### config.mk
export PLATFORM = sky130hd
export DESIGN_NAME = seq_detect_param
export DESIGN_NICKNAME = d
export VERILOG_FILES = /design/src/rtl/seq_pkg.sv /design/src/rtl/seq_hist_shift.sv /design/src/rtl/seq_detect_param.sv
export SDC_FILE = /design/constraint.sdc
export NUM_CORES = 1
export LEC_CHECK = 0
export ABC_AREA = 1
export CAP_MARGIN = 20
export CORE_AREA = 4 4 69 71
export CTS_CLUSTER_DIAMETER = 150
export DETAILED_ROUTE_END_ITERATION = 8
export DIE_AREA = 0 0 73 75
export GPL_ROUTABILITY_DRIVEN = 0
export PLACE_DENSITY = 0.51
export SYNTH_ARGS = -nofsm -noshare
export SYNTH_HDL_FRONTEND = slang
export SYNTH_HIERARCHICAL = 1
export SYNTH_SLANG_ARGS = --single-unit
### constraint.sdc
create_clock -name clk -period 1.8 [get_ports clk]
set_input_delay 0.27 -clock clk [delete_from_list [all_inputs] [get_ports clk]]
set_output_delay 0.27 -clock clk [all_outputs]
set_load 0.005 [all_outputs]
### src/rtl/seq_pkg.sv
// Shared constants and helpers for the parametrised serial sequence detector.
package seq_pkg;

  localparam int unsigned MAX_PAT_LEN = 32;
  localparam logic [3:0]  DEF_PAT_4   = 4'b1001;

  // Width of a counter able to hold 0..pat_len inclusive.
  function automatic int unsigned fill_w(input int unsigned pat_len);
    return $clog2(pat_len + 1);
  endfunction

endpackage

### src/rtl/seq_hist_shift.sv
// Serial history shift register plus saturating fill count (EMPTY/FILLING/PRIMED).
module seq_hist_shift
  import seq_pkg::*;
#(
  parameter int unsigned PAT_LEN = 4
) (
  input  logic                        clk,
  input  logic                        rst_n,
  input  logic                        shift,
  input  logic                        clr,
  input  logic                        din,
  output logic [PAT_LEN-1:0]          nxt_hist,
  output logic [fill_w(PAT_LEN)-1:0]  fill,
  output logic [fill_w(PAT_LEN)-1:0]  nxt_fill
);

  localparam int unsigned    FW   = fill_w(PAT_LEN);
  localparam logic [FW-1:0]  FULL = FW'(PAT_LEN);

  logic [PAT_LEN-1:0] hist;

  // Post-shift view, used by the parent to detect a match on the sampling edge.
  always_comb begin
    nxt_hist = {hist[PAT_LEN-2:0], din};
    nxt_fill = (fill == FULL) ? FULL : fill + FW'(1);
  end

  always_ff @(posedge clk or negedge rst_n) begin
    if (!rst_n) begin
      hist <= '0;
      fill <= '0;
    end else begin
      if (shift) hist <= nxt_hist;
      if (clr)        fill <= '0;
      else if (shift) fill <= nxt_fill;
    end
  end

endmodule

### src/rtl/seq_detect_param.sv
// Runtime-loadable serial pattern detector with registered match pulse and saturating match counter.
module seq_detect_param
  import seq_pkg::*;
#(
  parameter int unsigned         PAT_LEN = 4,
  parameter bit                  OVERLAP = 1'b1,
  parameter int unsigned         CNT_W   = 8,
  parameter logic [PAT_LEN-1:0]  RST_PAT = PAT_LEN'(DEF_PAT_4)
) (
  input  logic                        clk,
  input  logic                        rst_n,
  input  logic                        en,
  input  logic                        din,
  input  logic                        load,
  input  logic [PAT_LEN-1:0]          pat_in,
  input  logic                        clr_cnt,
  output logic                        match,
  output logic [CNT_W-1:0]            match_cnt,
  output logic                        cnt_sat,
  output logic [fill_w(PAT_LEN)-1:0]  fill
);

  localparam int unsigned FW = fill_w(PAT_LEN);

  logic [PAT_LEN-1:0] pat;
  logic [PAT_LEN-1:0] nxt_hist;
  logic [FW-1:0]      nxt_fill;
  logic               shift;
  logic               hit;
  logic               hist_clr;
  logic [CNT_W-1:0]   cnt_inc;

  // load takes priority over sampling; a non-overlapping match empties the history.
  always_comb begin
    shift    = en & ~load;
    hit      = shift && (nxt_fill == FW'(PAT_LEN)) && (nxt_hist == pat);
    hist_clr = load | (hit & ~OVERLAP);
    cnt_inc  = match_cnt + CNT_W'(1);
  end

  seq_hist_shift #(
    .PAT_LEN (PAT_LEN)
  ) u_hist (
    .clk      (clk),
    .rst_n    (rst_n),
    .shift    (shift),
    .clr      (hist_clr),
    .din      (din),
    .nxt_hist (nxt_hist),
    .fill     (fill),
    .nxt_fill (nxt_fill)
  );

  always_ff @(posedge clk or negedge rst_n) begin
    if (!rst_n) begin
      pat       <= RST_PAT;
      match     <= 1'b0;
      match_cnt <= '0;
      cnt_sat   <= 1'b0;
    end else begin
      if (load) pat <= pat_in;
      match <= hit;
      if (clr_cnt) begin
        match_cnt <= '0;
        cnt_sat   <= 1'b0;
      end else if (hit && (match_cnt != '1)) begin
        match_cnt <= cnt_inc;
        if (cnt_inc == '1) cnt_sat <= 1'b1;
      end
    end
  end

endmodule

# Word level (Yosys, flattened, before mapping)
# Index checks and enable logic that the tools add are counted.
[op_classes]
n_eq_ne = 5
muxes = 8
n_bitwise = 2
addsub = 2
n_reduce_logical = 7
[ops]
columns = ["operator", "count"]
rows = [
  ["two-way mux 8 bit", 2],
  ["two-way mux 3 bit", 3],
  ["adder 8 x 1 -> 8 bit (second input constant)", 1],
  ["== test 8 bit (second input constant)", 1],
  ["!= test 8 bit (second input constant)", 1],
  ["== test 3 bit (second input constant)", 2],
  ["nonzero test 2 bit", 3],
  ["== test 4 bit", 1],
  ["adder 3 x 1 -> 3 bit (second input constant)", 1],
  ["logical AND 1 bit", 3],
  ["two-way mux 1 bit", 3],
  ["AND reduction 2 bit", 1],
  ["AND 1 bit", 1],
  ["inverter 1 bit", 1],
]
[word_totals]
word_cells = 30
register_bits = 20
out_inout_bits = 13

# Logic depth before layout (Yosys ltp)
[depth]
word_depth = 8
ltp_mapped = 13

# Modules after synthesis
# The synthesis kept the hierarchy.
[modules_own_cells]
columns = ["module", "area_each_um2", "cells_each", "seq_area_each_um2", "n_inst"]
rows = [
  ["seq_detect_param", 880.8, 128, 352.8, 1],
  ["seq_hist_shift", 319.1, 38, 150.1, 1],
]

# Least setup slack after synthesis
# No wires, ideal clock.
[synth_timing]
path_type = "reg-to-reg"
from = "register u_hist.fill[0]"
to = "register match_cnt[5]"
arrival_time_ps = 1445
path_buffers = 1
slack_ps = 234
stages_incl_launch_ff = 13
setup_time_ps = 121
period_less_slack_ps = 1566
path_cell_list = "dfrtp_1 > inv_1 > ha_1 > nand2_1 > nand2_1 > inv_2 > nor2_1 > nand2_1 > nor2_2 > nand4_2 > buf_6 > nand3_1 > o21ai_1"
[synth_via]
elab_chain_cells = 7
elab_cells_between_ends = 8
classes_between = "add/sub (1); eq/ne (2); mux (1); reduce/logical (4)"
[synth_rtl]
columns = ["item", "line_no", "source"]
rows = [
  ["start, declared", "seq_hist_shift.sv:13", "output logic [fill_w(PAT_LEN)-1:0] fill,"],
  ["start signal, assigned", "seq_hist_shift.sv:35", "else if (shift) fill <= nxt_fill;"],
  ["adder 3 x 1 -> 3 bit or == test 3 bit (tied branches)", "seq_hist_shift.sv:25", "nxt_fill = (fill == FULL) ? FULL : fill + FW'(1);"],
  ["two-way mux 3 bit (*)", "seq_hist_shift.sv:25", ""],
  ["via nxt_fill[0]", "seq_detect_param.sv:27", "logic [FW-1:0] nxt_fill;"],
  ["== test 3 bit (*)", "seq_detect_param.sv:36", "hit = shift && (nxt_fill == FW'(PAT_LEN)) && (nxt_hist == pat);"],
  ["logical AND 1 bit (*) (2 in a row)", "seq_detect_param.sv:36", ""],
  ["logical AND 1 bit (*)", "seq_detect_param.sv:66", "end else if (hit && (match_cnt != '1)) begin"],
  ["nonzero test 2 bit (no source line) (*)", "n/a", ""],
  ["end signal, assigned", "seq_detect_param.sv:67", "match_cnt <= cnt_inc;"],
  ["end, declared", "seq_detect_param.sv:18", "output logic [CNT_W-1:0] match_cnt,"],
]
# Mark *: on every way through the listed nets, which the timed path passes. The rest lies on a longest branch.
# A chain may end at the register's enable or synchronous reset.

# Worst setup path in the final report
[layout_timing]
from = "register u_hist.fill[0]"
to = "register match_cnt[6]"
# The elaborated chain is that of the path after synthesis.

==> results.sh <==
export IMPL_num_io_pins=23
export IMPL_wl_per_cell_um=10.0
export IMPL_cp_max_fo=4
export IMPL_avgSynthCellArea_sq_um=7.23
export IMPL_cp_arrival_ns=1.82
export IMPL_hpwl_mm=1.95
export IMPL_synth_area_sq_um=1200
export IMPL_ctsRootBufferMaster="clkbuf_8"
export IMPL_ys_ff_latch=20
export IMPL_ys_types=24
export IMPL_clk_latency_ns=0.25
export IMPL_drt_iter0_markers=39
export IMPL_final_period_utilization=0.930
export IMPL_busiest_layer="met2"
export IMPL_setup_tns_ns=0
export IMPL_layout_nets=215
export IMPL_cts_sinks=20
export IMPL_antenna_left=0
export IMPL_grtUsageMet1=0.140
export IMPL_grt_pass1_wl_mm=4.19
export IMPL_fillers=448
export IMPL_synth_nets=180
export IMPL_antenna_found_initial=0
export IMPL_hold_buffers=0
export IMPL_first_pass_iters=4
export IMPL_rows=24
export IMPL_grt_pass1_vias=912
export IMPL_area_delta_synth_final_pct=35.2
export IMPL_status="complete, no violations"
export IMPL_cts_tree="yes"
export IMPL_grt_util_met2=0.147
export IMPL_layout_min_cycle_time_ns=1.67
export IMPL_cts_buffer_depth=2
export IMPL_ys_warn_count=6
export IMPL_die_area_sq_um=5480
export IMPL_globalRouteTotalUtil=0.0993
export IMPL_start_util=0.283
export IMPL_hold_viol=0
export IMPL_rsz0062_at_grt="true"
export IMPL_ys_seq_area_frac=0.419
export IMPL_drt_total_wl_mm=2.53
export IMPL_htreeDepth=1
export IMPL_design_core_area_sq_um=4230
export IMPL_worstMarginPinSlew_ns=0.332
export IMPL_pwr_density_cell_nw_per_um2=560
export IMPL_critPathLaunchType="flip-flop"
export IMPL_timing_clock_skew_ns=0.00500
export IMPL_num_antenna_cells=0
export IMPL_multi_input_area_sq_um=587
export IMPL_regArea_sq_um=503
export IMPL_die_w_um=73
export IMPL_worst_ir_drop_vdd_uv=287
export IMPL_grt_met3_usage=0.0280
export IMPL_pre_cts_ws_ns=0.0486
export IMPL_rrSetupSlack_ns=0.13
export IMPL_drive_above_1_share=0.170
export IMPL_die_y_um=75
export IMPL_slew_violations=0
export IMPL_worst_setup_path_end_kind="flip-flop"
export IMPL_p_total_mw=0.909
export IMPL_p_leak_nw=0.837
export IMPL_cts_made_buffers=3
export IMPL_numPortBuffers=22
export IMPL_cap_viol_max_count=0
export IMPL_setup_viol=0
export IMPL_clk_pin_slew_worst_paths_ns=0.07
export IMPL_grt_max_degree=21
export IMPL_num_vias=1058
export IMPL_fin_ws_ns=0.127
export IMPL_route_detailed_drc=0
export IMPL_netlist_instances=166
export IMPL_holdCritPathClass="in2async"
export IMPL_critPathKind="reg2reg"
export IMPL_gr_total_overflow=0
export IMPL_required_ns=1.94
export IMPL_whs_ns=0.350
export IMPL_slew_headroom=0.779
export IMPL_avgViaCountPerCell=4.20
export IMPL_timing_fmax_ghz=0.598
## kinds of logic (layout without fill, tap and decap cells)
logic type / after synthesis / in the layout / share of synthesized area
flip-flops: 20 / 20 / 0.419
buffers and inverters: 32 / 66 / 0.109
adder cells (fa/ha/maj): 4 / 4 / 0.0417
multiplexers: 2 / 2 / 0.0188
AO/OA/AOI/OAI: 7 / 7 / 0.0355
AND/OR/NAND/NOR: 100 / 100 / 0.368
XOR/XNOR: 1 / 1 / 0.00730
## final timing paths
path / from / to / depth (start not counted)
setup / recovery: u_hist/fill[0]$_DFFE_PN0P_ / match_cnt[6]$_DFFE_PN0P_ / 12
hold / removal: rst_n / pat[2]$_DFFE_PN0P_ / 2
setup reg to reg: u_hist/fill[0]$_DFFE_PN0P_ / match_cnt[6]$_DFFE_PN0P_ / 12
hold reg to reg: cnt_sat$_DFFE_PN0P_ / cnt_sat$_DFFE_PN0P_ / 2
max in group asynchronous: rst_n / pat[3]$_DFFE_PN1P_ / 2
min in group clk: cnt_sat$_DFFE_PN0P_ / cnt_sat$_DFFE_PN0P_ / 2
## power by group
| part | internal, mW | switching, mW | leakage [nW] | total [mW] |
|---|---|---|---|---|
| Sequential | 0.474 | 0.0148 | 0.264 | 0.489 |
| Clock | 0.157 | 0.138 | 0.0228 | 0.296 |
| Combinational | 0.0581 | 0.0667 | 0.551 | 0.125 |
| Total | 0.689 | 0.220 | 0.837 | 0.909 |
## Yosys cell counts (all sizes together)
cell type / count / share of area
clkbuf: 1 / 0.0031
xor2: 1 / 0.0073
ha: 4 / 0.042
and2: 1 / 0.0052
nor2: 19 / 0.076
buf: 2 / 0.016
nand4: 2 / 0.016
dfstp: 2 / 0.044
nand3b: 1 / 0.0063
o21ai: 7 / 0.035
mux2: 2 / 0.019
inv: 29 / 0.091
nand2: 60 / 0.19
dfrtp: 18 / 0.38
nand3: 17 / 0.075
## routing by layer
metal	vias to the layer above	wire (um)
met3	2	126
met5	-	0
met1	465	1240
met2	24	1130
li1	567	-
met4	0	36
## state kept, by name, indices dropped and copies added, names as in the netlist
name	cells
u_hist/fill	3
pat	4
match_cnt	8
u_hist/hist	3
match	1
cnt_sat	1
## worst max-delay path, stage by stage, from the launching register on
cell	delay [ns]
dfrtp_1	0.41
inv_2	0.07
ha_1	0.13
nand2_1	0.08
nand2_1	0.09
inv_2	0.04
nor2_1	0.07
nand2_1	0.10
nor2_4	0.13
nand4_4	0.15
buf_6	0.17
nand3_1	0.07
nand2_1	0.06
## placed cells by master, fill, tap and decap left out, types with 2 or more instances in the layout
master / n
buf_6: 3
nand3_1: 16
nor2_2: 4
o21ai_2: 2
dfrtp_1: 18
clkdlybuf4s50_1: 22
inv_1: 25
mux2_2: 2
ha_1: 4
o21ai_0: 4
inv_2: 4
nor2_4: 3
nand2_1: 59
buf_4: 8
nor2_1: 12
clkbuf_8: 3
dfstp_2: 2
## repair_timing
action,in CTS,in global routing
buffers inserted,0,2
setup endpoints to repair,0,9
resized for setup,0,9
## area by class of cell
| class | instances | share of cell area |
|---|---|---|
| clock buffers | 4 | 0.0278 |
| inverters | 29 | 0.0671 |
| multi-input cells | 114 | 0.362 |
| flip-flops and latches | 20 | 0.310 |
| well taps | 52 | 0.0401 |
| repair buffers | 33 | 0.194 |
## per-stage QoR
stage,util,std cells,area (sq um)
global route,0.383,252,1620
detailed placement,0.361,246,1530
finish,0.383,252,1620
global placement,0.361,246,1530
CTS,0.372,250,1580
floorplan,-,166,1200
No activity file was read; power rests on OpenSTA's default activity.
